<file path="src/rtl/u74hc193_pkg.sv">
// Shared 74HC component package: count width, count-direction ops and
// nominal propagation delays used when this part sits in a board netlist.
package u74hc193_pkg;

    localparam int COUNT_W = 4;
    localparam logic [COUNT_W-1:0] COUNT_MAX = '1;

    // Nominal 74HC timing at 5 V in ns, consumed only by simulation models
    localparam int DEFAULT_DELAY_NS = 18;
    localparam int HC00_TPD_NS      = 7;
    localparam int HC74_TPD_NS      = 14;
    localparam int HC193_TPD_NS     = DEFAULT_DELAY_NS;

    // What the counter does to its value on a given cycle
    typedef enum logic [2:0] {
        OP_HOLD,
        OP_CLEAR,
        OP_LOAD,
        OP_UP,
        OP_DOWN
    } count_op_e;

    // Modulo-16 step in either direction; wraps naturally through the 4-bit width
    function automatic logic [COUNT_W-1:0] count_step(input logic [COUNT_W-1:0] q,
                                                       input logic dir_up);
        return dir_up ? q + 1'b1 : q - 1'b1;
    endfunction

endpackage

</file>
<file path="src/rtl/u74hc193_pin_edge.sv">
// Registered sample of one count pin plus its rising-edge detect.
// The sample resets high so a pin already high when reset releases is not
// mistaken for an edge; a genuine low sample is needed first.
module pin_edge (
    input  logic clk,
    input  logic rst,
    input  logic pin,
    output logic pin_p,
    output logic rise
);

    logic sample_q;
    logic sample_d;

    // The stored sample follows the pin every cycle, even while clr or load are active
    always_comb begin
        sample_d = pin;
    end

    // Previous-sample register
    always_ff @(posedge clk) begin
        if (rst) begin
            sample_q <= 1'b1;
        end else begin
            sample_q <= sample_d;
        end
    end

    assign pin_p = sample_q;
    assign rise  = pin & ~sample_q;

endmodule

</file>
<file path="src/rtl/u74hc193.sv">
// Synchronous model of the 74HC193 4-bit up/down counter.
// Counting happens on a sampled rising edge of one count pin while the other
// pin is held high; carry/borrow are decoded from registered state only.
module u74hc193
    import u74hc193_pkg::*;
#(
    parameter logic [COUNT_W-1:0] ic    = '0,
    parameter int                 delay = DEFAULT_DELAY_NS
) (
    input  logic clk,
    input  logic rst,
    input  logic vcc,
    input  logic gnd,
    input  logic up,
    input  logic down,
    input  logic clr,
    input  logic load_n,
    input  logic a,
    input  logic b,
    input  logic c,
    input  logic d,
    output logic qa,
    output logic qb,
    output logic qc,
    output logic qd,
    output logic co_n,
    output logic bo_n
);

    logic [COUNT_W-1:0] count_q;
    logic [COUNT_W-1:0] count_d;
    logic [COUNT_W-1:0] load_val;
    count_op_e          op;
    logic               up_p;
    logic               up_rise;
    logic               down_p;
    logic               down_rise;

    // Supply pins and the transport delay only matter to a netlist simulator
    logic [31:0] unused_cfg;
    assign unused_cfg = {delay[29:0], vcc, gnd};

    pin_edge u_up_edge (
        .clk   (clk),
        .rst   (rst),
        .pin   (up),
        .pin_p (up_p),
        .rise  (up_rise)
    );

    pin_edge u_down_edge (
        .clk   (clk),
        .rst   (rst),
        .pin   (down),
        .pin_p (down_p),
        .rise  (down_rise)
    );

    assign load_val = {d, c, b, a};

    // Pick this cycle's operation: clear beats load beats counting; simultaneous edges cancel
    always_comb begin
        op = OP_HOLD;
        if (clr) begin
            op = OP_CLEAR;
        end else if (!load_n) begin
            op = OP_LOAD;
        end else if (up_rise && !down_rise && down) begin
            op = OP_UP;
        end else if (down_rise && !up_rise && up) begin
            op = OP_DOWN;
        end
    end

    // Next count value for the chosen operation
    always_comb begin
        count_d = count_q;
        case (op)
            OP_CLEAR: count_d = '0;
            OP_LOAD:  count_d = load_val;
            OP_UP:    count_d = count_step(count_q, 1'b1);
            OP_DOWN:  count_d = count_step(count_q, 1'b0);
            default:  count_d = count_q;
        endcase
    end

    // Count register; reset loads the configured initial count
    always_ff @(posedge clk) begin
        if (rst) begin
            count_q <= ic;
        end else begin
            count_q <= count_d;
        end
    end

    assign {qd, qc, qb, qa} = count_q;
    assign co_n = ~((count_q == COUNT_MAX) & ~up_p);
    assign bo_n = ~((count_q == '0) & ~down_p);

endmodule

</file>
<file path="config.mk">
export PLATFORM = sky130hd
export DESIGN_NAME = u74hc193
export DESIGN_NICKNAME = d
export VERILOG_FILES = /design/src/rtl/u74hc193_pkg.sv /design/src/rtl/u74hc193_pin_edge.sv /design/src/rtl/u74hc193.sv
export SDC_FILE = /design/constraint.sdc
export NUM_CORES = 1
export LEC_CHECK = 0
export ABC_AREA = 1
export BUFFER_PORTS_ARGS = -buffer_cell sky130_fd_sc_hd__clkbuf_2
export CAP_MARGIN = 20
export CELL_PAD_IN_SITES_DETAIL_PLACEMENT = 0
export CELL_PAD_IN_SITES_GLOBAL_PLACEMENT = 2
export CORE_MARGIN = 3
export CORE_UTILIZATION = 20
export DETAILED_ROUTE_END_ITERATION = 8
export GPL_TIMING_DRIVEN = 0
export PLACE_DENSITY_LB_ADDON = 0.15
export RECOVER_POWER = 25
export SYNTH_ARGS = -nofsm -noshare
export SYNTH_HDL_FRONTEND = slang
export SYNTH_SLANG_ARGS = --single-unit
export TNS_END_PERCENT = 30
</file>
<file path="constraint.sdc">
create_clock -name clk -period 1.45 [get_ports clk]
set_input_delay 0.0725 -clock clk [delete_from_list [all_inputs] [get_ports clk]]
set_output_delay 0.0725 -clock clk [all_outputs]
set_load 0.01 [all_outputs]
</file>
==> metrics.md, run 1 <==
| Metric | Value |
|---|---|
| Number of nets with antenna violations after routing | 0 |
| Leak | 0.386 nW |
| Buf+Inv Stages, Crit Path | 3 |
| Main synth FF type | dfxtp_1 |
| Final HPWL DP | 1020 um |
| Synth area leaders | dfxtp_1 26%, nand2_1 17%, inv_1 11% |
| Ys Warns | 0 |
| TritonRoute pass-1 iters | 4 |
| RSZ-0062 raised after global routing | yes |
| Place WS | -0.191 ns |
| Most frequent cells after synthesis | 21 x nand2_1, 14 x inv_1, 9 x nand3_1 |
| PD cells | 626 nW/um^2 |
| Critical-path top delay cell | dfxtp_2 |
| Fraction of registers with async set/reset | 0 |
| Hold Vio Cnt, Final | 0 |
| Placed Area | 568 sq um |
| Slew Viols, Final | 0 |
| Period minus WS final | 1.51 ns |
| Skew-Pair Late Insertion Delay | 0.24 ns |
| Status | finished, violations left |
| Crit end category | register |
| Hold Path End | count_q[0] |
| Post-synth EDFFs | 0 |
| Arr. time, crit path | 1.64 ns |
| Core Region | 2060 sq um |
| Max-slew headroom | 0.769 |
| CP Cell Sequence | nor2_2, nand4_1, inv_2, ha_4, buf_4, xor2_1, nand2_1, nand3_1, nand2_1, inv_1 |
| CTS tree | yes |
| CTS Root Cell | clkbuf_4 |
| Max-cap violations | 0 |
| Power Total | 428 uW |
| First-pass GRT wire length | 2170 um |
| Fmax | 0.663 GHz |
| Post-route insts no fill | 121 |
| IO buf count | 15 |
| Routed vias | 519 |
| Clock buffer depth | 2 |
| Seq cells post-synth | 6 |
| Delay-heaviest family, CP | simple AND/OR/NAND/NOR gates |
| Hold path depth | 2 |
| Routed wire length per instance | 11.0 um |
| Drt initial violations | 12 |
| Die width | 53.9 um |
| DR vias/cell | 4.29 |
| Slew @ Worst Pin | 0.346 ns |
| Most common cell in the netlist | nand2_1 |
| Number of global-route vias before repair | 516 |
| Die Ht | 53.9 um |
| Critical path's most frequent cell | nand2_1 |
| CP required | 1.58 ns |
| Worst hold path startpoint | rst |
| Synth Instances | 72 |
| Setup violators final | 3 |
| Worst r2r src | u_down_edge.pin_p |
| GR Overflow Total | 0 |
| FF-to-FF End | count_q[2] |
| Crit-path max FO | 4 |
| Worst-path clk slew | 0.04 ns |
| Starting Density | 0.223 |
| Placed insts | 114 |
| Hold Slack | 0.0526 ns |
| Max IR drop VDD | 0.333 mV |
| Reg-to-reg slack, setup | -0.06 ns |
| # DRC | 0 |
| GRT Util Overall | 0.108 |
| Post-layout util | 0.331 |
| Global placement routability congestion | 0.702 |
| CTS Buf Count | 3 |
| Hold Buf Count CTS | 0 |
| Critical Path Max Stage Delay | 0.32 ns |
| CTS Sinks | 6 |
| Mapped cell area | 459 sq um |
| Hold WC Path Type | primary input to register |
| Final non-filler cell area | 683 sq um |
| Clk_skew | 0.00200 ns |
| Row cnt | 16 |
| # diodes | 0 |
| # IOs | 18 |
| Synth area leader | dfxtp_1 |
| Share of post-route cells with drive strength above 1 | 0.436 |
| Final #Nets | 111 |
| Initial antenna violation count | 0 |
| Yosys top cell area share | 0.262 |
| Netlist cell types | 18 |
| Total die area | 2910 sq um |
| Register area share after synthesis | 0.262 |
| Crit path launch type | register |
| Setup tns final | -0.138 ns |
| Wirelength, routed | 1330 um |
| Worst reg2reg path depth | 10 |
| Failing checks | setup timing |
| Type of the worst setup path | register to register |
| # H-tree levels | 1 |
| Pin count of the biggest net entering global routing | 8 |
| Synthesized Nets | 87 |
| Syn avg cell area | 6.38 sq um |
| Final Cycle Share | 1.04 |
| Worst Setup Slack, final | -0.0585 ns |
| Layout area overhead | 48.8% |
==> cell usage in the layout (no fill, tap or decap) <==
master	Yosys	routed
a21oi_1	1	1
nand3_1	9	6
o21ai_2	1	1
inv_2	2	3
nand2_1	21	19
nand2_2	1	2
clkbuf_2	0	15
nor3_1	1	1
nor2_2	1	2
ha_4	0	2
xor2_1	1	1
nand3_2	1	3
dfxtp_1	6	4
nand2_4	0	1
nand3_4	0	1
nor2_4	1	1
dfxtp_2	0	2
buf_4	0	4
nor2_1	4	3
inv_1	14	13
clkbuf_4	0	3
nand4_1	4	4
fa_1	1	1
a21oi_2	1	1
==> area by class of cell <==
| type | instances | area, sq um |
|---|---|---|
| Fill cell | 244 | 1380 |
| Multi-Input combinational cell | 50 | 339 |
| Sequential cell | 6 | 123 |
| Timing Repair Buffer | 19 | 105 |
| Inverter | 16 | 60.1 |
| Tap cell | 27 | 33.8 |
| Clock buffer | 3 | 22.5 |
==> how the worst max path moves through the flow <==
| stage | slack [ns] | end | cells past startpoint | start |
|---|---|---|---|---|
| floorplan | 0.02 | count_q[3] | 12 | u_down_edge.pin_p |
| global placement | -0.21 | count_q[3] | 11 | u_up_edge.pin_p |
| detailed placement | -0.19 | count_q[3] | 11 | u_up_edge.pin_p |
| CTS | -0.05 | count_q[3] | 12 | u_down_edge.pin_p |
| global route | -0.17 | count_q[3] | 12 | u_down_edge.pin_p |
| finish | -0.06 | count_q[2] | 10 | u_down_edge.pin_p |
==> flip-flops by register name, summed over array words and instances (netlist names) <==
name	cells
count_q	4
u_down_edge.pin_p	1
u_up_edge.pin_p	1
==> what timing repair did <==
item,4_1_cts,5_1_grt
pin swaps,5,3
gates resized for setup,9,4
setup buffers,2,2
endpoints found under the setup margin,3,3
==> power breakdown <==
part | switching, mW | internal, mW
logic | 0.0518 | 0.0406
registers | 0.0141 | 0.175
clock network | 0.0530 | 0.0931
total | 0.119 | 0.309
==> worst reg2reg max path, cell delays in order, from the launching register on <==
cell,delay (ns)
dfxtp_2,0.32
nor2_2,0.08
nand4_1,0.12
inv_2,0.15
ha_4,0.24
buf_4,0.14
xor2_1,0.13
nand2_1,0.07
nand3_1,0.06
nand2_1,0.06
inv_1,0.03
==> kinds of logic (layout without fill, tap and decap cells) <==
| family | count (synthesis) | after routing | share of synthesized area |
|---|---|---|---|
| flops | 6 | 6 | 0.262 |
| simple gates | 43 | 43 | 0.441 |
| buf+inv | 16 | 38 | 0.131 |
| compound gates | 3 | 3 | 0.0490 |
| fa+ha+maj | 3 | 3 | 0.0981 |
| xor+xnor | 1 | 1 | 0.0191 |
==> metal layers <==
layer	global-route usage	vias to the layer above	part of all wire
met1	0.130	235	0.44
met5	0	-	0
met3	0.0249	2	0.045
met2	0.175	14	0.50
met4	0.0638	0	0.011
li1	-	268	-
Note: power is estimated with default switching activity, not from simulation.
==> run 2: changes to the inputs <==
- clock period: 1.45 -> 1.2 ns (I/O delays scaled with it)
==> run 2 against run 1 <==
Routed wire length shrank 6.3%. The flow still finishes with violations (setup timing). Global-route usage shrank 0.52 points. Critical path depth is the same. Largest cell class unchanged. Critical path type unchanged. Core utilization shrank 0.91 points. Sequential cell count is the same.
==> metrics.md, run 2 (same netlist as run 1, synthesis figures left out) <==
| Metric | Value |
|---|---|
| Number of flip-flops under the largest register name | 4 (unchanged) |
| Commonest non-fill, non-tap cell in the layout | nand2_1 |
| Hold WC Path Type | primary input to register |
| Worst r2r src | u_down_edge.pin_p |
| FF-to-FF End | count_q[3] |
| Share of post-route cells with drive strength above 1 | 0.441 (+0.00469) |
| Final Cycle Share | 1.23 (+0.186) |
| Worst-path clk slew | 0.05 ns (about the same) |
| CP required | 1.35 ns (-0.23 ns) |
| Starting Density | 0.223 (unchanged) |
| RSZ-0062 raised after global routing | yes |
| Critical-path top delay cell | dfxtp_2 |
| Delay-heaviest family, CP | simple AND/OR/NAND/NOR gates |
| Number of nets with antenna violations after routing | 0 (unchanged) |
| GRT Util Overall | 0.103 (-0.00523) |
| Status | finished, violations left |
| # H-tree levels | 1 (unchanged) |
| Die width | 53.9 um (unchanged) |
| Initial antenna violation count | 0 (unchanged) |
| Setup tns final | -0.760 ns (-0.622 ns) |
| # IOs | 18 (unchanged) |
| Crit end category | register |
| Reg-to-reg slack, setup | -0.27 ns (-0.21 ns) |
| Crit path from | u_down_edge.pin_p |
| Met3 Routed Length | 80 um (+33%) |
| Worst reg2reg path depth | 10 (unchanged) |
| Layout area overhead | 44.7% |
| Max IR drop VDD | 0.397 mV (+19%) |
| CTS tree | yes |
| Final HPWL DP | 1020 um (-0.30%) |
| Crit-path max FO | 4 (unchanged) |
| Fmax | 0.680 GHz (+2.5%) |
| CP Cell Sequence | nor2_2, nand4_1, inv_2, ha_4, nand3_2, nand4_1, nand3_1, nand3_1, nand2_1, inv_1 |
| Hold Path End | count_q[0] |
| Area occupied by multi-input gates | 327 sq um (-3.7%) |
| Failing checks | setup timing |
| Core Region | 2060 sq um (unchanged) |
| Hold Slack | 0.00427 ns (-0.0484 ns) |
| Worst Setup Slack, final | -0.271 ns (-0.213 ns) |
| CTS Root Cell | clkbuf_4 |
| Slew @ Worst Pin | 0.351 ns (+0.00499 ns) |
| Commonest non-fill, non-tap cells in the layout | 19 x nand2_1, 15 x clkbuf_2, 13 x inv_1 |
| Setup violators final | 3 (unchanged) |
| Hold path depth | 2 (unchanged) |
| Period minus WS final | 1.47 ns (-0.0371 ns) |
| Wirelength, routed | 1250 um (-6.3%) |
| Clk_skew | 0.00746 ns (+0.00547 ns) |
| Max-slew headroom | 0.765 (-0.00388) |
| Routed met2 length | 520 um (-23%) |
| Arr. time, crit path | 1.62 ns (-0.02 ns) |
| # diodes | 0 (unchanged) |
| CTS Sinks | 6 (unchanged) |
| Routed wire length per instance | 10.4 um (-5.5%) |
| Worst hold path startpoint | rst |
| IO buf count | 15 (unchanged) |
| Global placement routability congestion | 0.705 (+0.48%) |
| Flip-flop and latch area | 124 sq um (+1.0%) |
| Pin count of the biggest net entering global routing | 8 (unchanged) |
| Die Ht | 53.9 um (unchanged) |
| Total die area | 2910 sq um (unchanged) |
| PD cells | 790 nW/um^2 (+26%) |
| Hold Vio Cnt, Final | 0 (unchanged) |
| Crit path launch type | register |
| # DRC | 0 (unchanged) |
| Number of global-route vias before repair | 485 (-6.0%) |
| TritonRoute pass-1 iters | 2 (-2) |
| Skew-Pair Late Insertion Delay | 0.25 ns (about the same) |
| Highest Signal Layer | met4 |
| DRT met1 WL | 627 um (+7.0%) |
| Buf+Inv Stages, Crit Path | 2 (-1) |
| Type of the worst setup path | register to register |
| First-pass GRT wire length | 2090 um (-3.8%) |
| GR Overflow Total | 0 (unchanged) |
| Critical Path Max Stage Delay | 0.31 ns (about the same) |
| Fill cells | 238 (-2.5%) |
| Hold Buf Count CTS | 0 (unchanged) |
| Clock buffer depth | 2 (unchanged) |
| Row cnt | 16 (unchanged) |
| Drt initial violations | 4 (-8) |
| CTS Buf Count | 3 (unchanged) |
| Max-cap violations | 0 (unchanged) |
| Leak | 0.361 nW (-6.7%) |
| Routed vias | 497 (-4.2%) |
| Slew Viols, Final | 0 (unchanged) |
| Final #Nets | 110 (-0.90%) |
| DR vias/cell | 4.14 (-3.4%) |
| Largest reg by FF count | count_q |
## run 2: how the worst max path moves through the flow
stage / endpoint / slack [ns] / cells after the start
2_1_floorplan: count_q[3] / -0.19 / 12
3_5_place_dp: count_q[3] / -0.32 / 11
4_1_cts: count_q[3] / -0.29 / 10
5_1_grt: count_q[3] / -0.44 / 12
3_3_place_gp: count_q[3] / -0.35 / 12
6_report: count_q[3] / -0.27 / 10
## run 2: stage by stage
step                instances  setup slack, ns   util  power (mW)  area [sq um]
floorplan                  72           -0.185      -       0.288           492
global placement          114           -0.351  0.291       0.333           601
detailed placement        114           -0.319  0.291       0.332           601
CTS                       119           -0.287  0.314       0.532           648
global route              120           -0.441  0.322       0.566           664
finish                    120           -0.271  0.322       0.525           664
## run 2: where the power goes
part	leakage, nW	internal (mW)	switching (mW)
combinational	0.297	0.0465	0.0588
clock	0.0138	0.114	0.0781
sequential	0.0493	0.211	0.0164
## run 2: what timing repair did
item / 4_1_cts / 5_1_grt
setup buffers: 2 / 1
pin swaps: 6 / 3
gates resized for setup: 4 / 3
setup endpoints to repair: 3 / 5
## run 2: cell type report
class,count,share of cell area
clock buffers,3,0.0339
inverters,16,0.0904
multi-input cells,50,0.492
flip-flops and latches,6,0.186
well taps,27,0.0508
repair buffers,18,0.147
## run 2: layer usage
layer | vias to the layer above | GRT usage
met3 | 4 | 0.0277
met5 | - | 0
li1 | 267 | -
met1 | 214 | 0.138
met2 | 12 | 0.145
met4 | 0 | 0.0638
## run 2: worst register-to-register path: cells and delay by family (launching register included)
family | cells | cell delay [ns]
and+or+nand+nor | 7 | 0.63
DFF | 1 | 0.31
adders and majority gates | 1 | 0.23
buffers and inverters | 2 | 0.20
==> run 3: changes to the inputs <==
- SYNTH_HIERARCHICAL: default -> 1
- clock period: 1.2 -> 1.3 ns (I/O delays scaled with it)
==> run 3 against run 2 <==
The run still ends with setup timing left. Clock-buffer cell count is the same. Sequential share of layout area shrank 0.74 points. Non-clock buffer count grew 1. Die area shrank 0.96%. Combinational power shrank 5%. Cell count grew 0.83%. Critical endpoint unchanged. Highest routed layer is now met3.
==> metrics.md, run 3 <==
| Metric | Value |
|---|---|
| Status | finished, violations left |
| Failing checks | setup timing |
| Hold Path End | count_q[0] |
| Max-cap violations | 0 (unchanged) |
| Post-Synth Simple-Gate Area | 0.424 (-0.0172) |
| Pin count of the biggest net entering global routing | 7 (-1) |
| CP required | 1.44 ns (+0.09 ns) |
| Period minus WS final | 1.52 ns (+0.0506 ns) |
| Most frequent cells after synthesis | 18 x nand2_1, 15 x inv_1, 8 x nand3_1, 8 x nor2_1, 6 x dfxtp_1 |
| Setup tns final | -0.603 ns (+0.156 ns) |
| Most common cell in the netlist | nand2_1 |
| Worst-path clk slew | 0.04 ns (about the same) |
| Fmax | 0.657 GHz (-3.3%) |
| Die Ht | 53.7 um (-0.48%) |
| Syn avg cell area | 6.31 sq um (-1.1%) |
| FF-to-FF End | count_q[3] |
| Fraction of registers with async set/reset | 0 (unchanged) |
| # DRC | 0 (unchanged) |
| # IOs | 18 (unchanged) |
| Wirelength, routed | 1120 um (-11%) |
| Hold path depth | 3 (+1) |
| First-pass GRT wire length | 1960 um (-6.3%) |
| Final #Nets | 111 (+0.91%) |
| Global placement routability congestion | 0.733 (+3.9%) |
| Final HPWL DP | 953 um (-6.5%) |
| TritonRoute pass-1 iters | 4 (+2) |
| Hold Slack | 0.0519 ns (+0.0476 ns) |
| IO buf count | 15 (unchanged) |
| Worst reg2reg path depth | 12 (+2) |
| CTS Buf Count | 3 (unchanged) |
| Clk_skew | 0.00292 ns (-0.00455 ns) |
| Fill cells | 245 (+2.9%) |
| PD cells | 687 nW/um^2 (-13%) |
| Largest family of logic cells by synthesized area | simple AND/OR/NAND/NOR gates |
| Adder-Cell Fraction of Synth Area | 0.0992 (+0.00108) |
| Max-slew headroom | 0.803 (+0.0381) |
| Place WS | -0.324 ns (-0.00473 ns) |
| Share of post-route cells with drive strength above 1 | 0.447 (+0.00595) |
| GR Overflow Total | 0 (unchanged) |
| Leak | 0.350 nW (-3.0%) |
| Total die area | 2880 sq um (-0.96%) |
| Seq cells post-synth | 6 (unchanged) |
| Crit-path max FO | 4 (unchanged) |
| Reg-to-reg slack, setup | -0.22 ns (+0.05 ns) |
| Slew @ Worst Pin | 0.295 ns (-0.0562 ns) |
| Synth area leader | dfxtp_1 |
| RSZ-0062 raised after global routing | yes |
| Number of flip-flops under the largest register name | 4 (unchanged) |
| Netlist cell types | 17 (-1) |
| Commonest non-fill, non-tap cell in the layout | nand2_1 |
| Clock buffer depth | 2 (unchanged) |
| Row cnt | 16 (unchanged) |
| Synthesized Nets | 87 (unchanged) |
| Routed wire length per instance | 9.21 um (-11%) |
| Ys Warns | 6 (+6) |
| Setup violators final | 3 (unchanged) |
| Number of global-route vias before repair | 486 (+0.21%) |
| Post-synth EDFFs | 0 (unchanged) |
| Crit path launch type | register |
| Arr. time, crit path | 1.66 ns (+0.04 ns) |
| Skew-Pair Late Insertion Delay | 0.24 ns (about the same) |
| Worst r2r src | u_down_edge/pin_p |
| Yosys top cell area share | 0.264 (+0.00288) |
| Power Total | 475 uW (-9.5%) |
| Initial antenna violation count | 0 (unchanged) |
| Hold Vio Cnt, Final | 0 (unchanged) |
| Final Cycle Share | 1.17 (-0.0554) |
| Number of nets with antenna violations after routing | 0 (unchanged) |
| CTS tree | yes |
| Commonest non-fill, non-tap cells in the layout | 16 x nand2_1, 15 x clkbuf_2, 14 x inv_1 |
| DR vias/cell | 4.01 (-3.2%) |
| Routed vias | 485 (-2.4%) |
| Largest reg by FF count | count_q |
| CTS Sinks | 6 (unchanged) |
| Main synth FF type | dfxtp_1 |
| Final non-filler cell area | 692 sq um (+4.1%) |
| Placed Area | 584 sq um (-2.7%) |
| # diodes | 0 (unchanged) |
| Type of the worst setup path | register to register |
| GRT Util Overall | 0.0933 (-0.0100) |
| Xor-xnor portion of the synthesized cell area | 0.0193 (+0.000210) |
| Worst hold path startpoint | a |
| Slew Viols, Final | 0 (unchanged) |
| Worst Setup Slack, final | -0.222 ns (+0.0494 ns) |
| # H-tree levels | 1 (unchanged) |
| Proportion of synthesized area in mux cells | 0 (unchanged) |
| Synth Area in Compound Gates | 0.0523 (+0.00330) |
| Mapped cell area | 454 sq um (-1.1%) |
| Layout area overhead | 52.3% |
| Starting Density | 0.220 (-0.00243) |
| CTS Root Cell | clkbuf_4 |
| Die width | 53.7 um (-0.48%) |
| Drt initial violations | 5 (+1) |
| Crit end category | register |
| Hold WC Path Type | primary input to register |
| Core Region | 2060 sq um (unchanged) |
| Register area share after synthesis | 0.264 (+0.00288) |
| Max IR drop VDD | 0.396 mV (about the same) |
| Synth area leaders | dfxtp_1 26%, nand2_1 15%, inv_1 12% |
| Synth Instances | 72 (unchanged) |
[run 3: power breakdown]
group | internal (mW) | switching (mW)
clock network | 0.104 | 0.0625
registers | 0.195 | 0.0134
logic | 0.0445 | 0.0551
[run 3: area by class of cell]
type                            instances  area [sq um]  area share
Multi-Input combinational cell         49           343       0.495
Sequential cell                         6           124       0.179
Timing Repair Buffer                   19           105       0.152
Inverter                               17          63.8      0.0922
Tap cell                               27          33.8      0.0488
Clock buffer                            3          22.5      0.0325
[run 3: worst max-delay path: stages, from the launching register on]
cell and delay, ns:
dfxtp_2 0.33, nor2_4 0.11, nand3_4 0.09, nor2_4 0.18
ha_4 0.25, nand3_2 0.08, nand3_2 0.06, nand2_2 0.06
nand2_1 0.05, nand2_1 0.05, nand3_1 0.06, nand2_1 0.06
inv_1 0.03
[run 3: worst max path at each step]
stage | start | endpoint | slack [ns] | depth (start not counted)
after global routing | u_down_edge/pin_p | count_q[3] | -0.35 | 12
after detailed placement | u_down_edge/pin_p | count_q[3] | -0.32 | 12
final | u_down_edge/pin_p | count_q[3] | -0.22 | 12
after CTS | u_down_edge/pin_p | count_q[3] | -0.32 | 10
after floorplan | u_up_edge/pin_p | count_q[3] | -0.16 | 13
after global placement | u_down_edge/pin_p | count_q[3] | -0.33 | 12
[run 3: timing repair]
| item | CTS | global route |
|---|---|---|
| setup buffers | 2 | 2 |
| hold buffers | 0 | 0 |
| endpoints found under the setup margin | 3 | 4 |
| pin swaps | 10 | 5 |
| resized for setup | 8 | 4 |
[run 3: layer usage]
layer	wire [um]	share of wire	track usage
met1	521	0.47	0.109
met2	538	0.48	0.159
met3	55	0.049	0.0499
met4	0	0	0
met5	0	0	0
[run 3: kinds of logic after synthesis]
kind of cell | count (synthesis)
AO/OA/AOI/OAI | 4
AND/OR/NAND/NOR | 41
buffers and inverters | 17
XOR/XNOR | 1
flip-flops | 6
adder cells (fa/ha/maj) | 3
[run 3: stage by stage]
stage | utilization | cells
CTS | 0.322 | 119
global route | 0.336 | 121
floorplan | - | 72
detailed placement | 0.283 | 114
finish | 0.336 | 121
global placement | 0.283 | 114
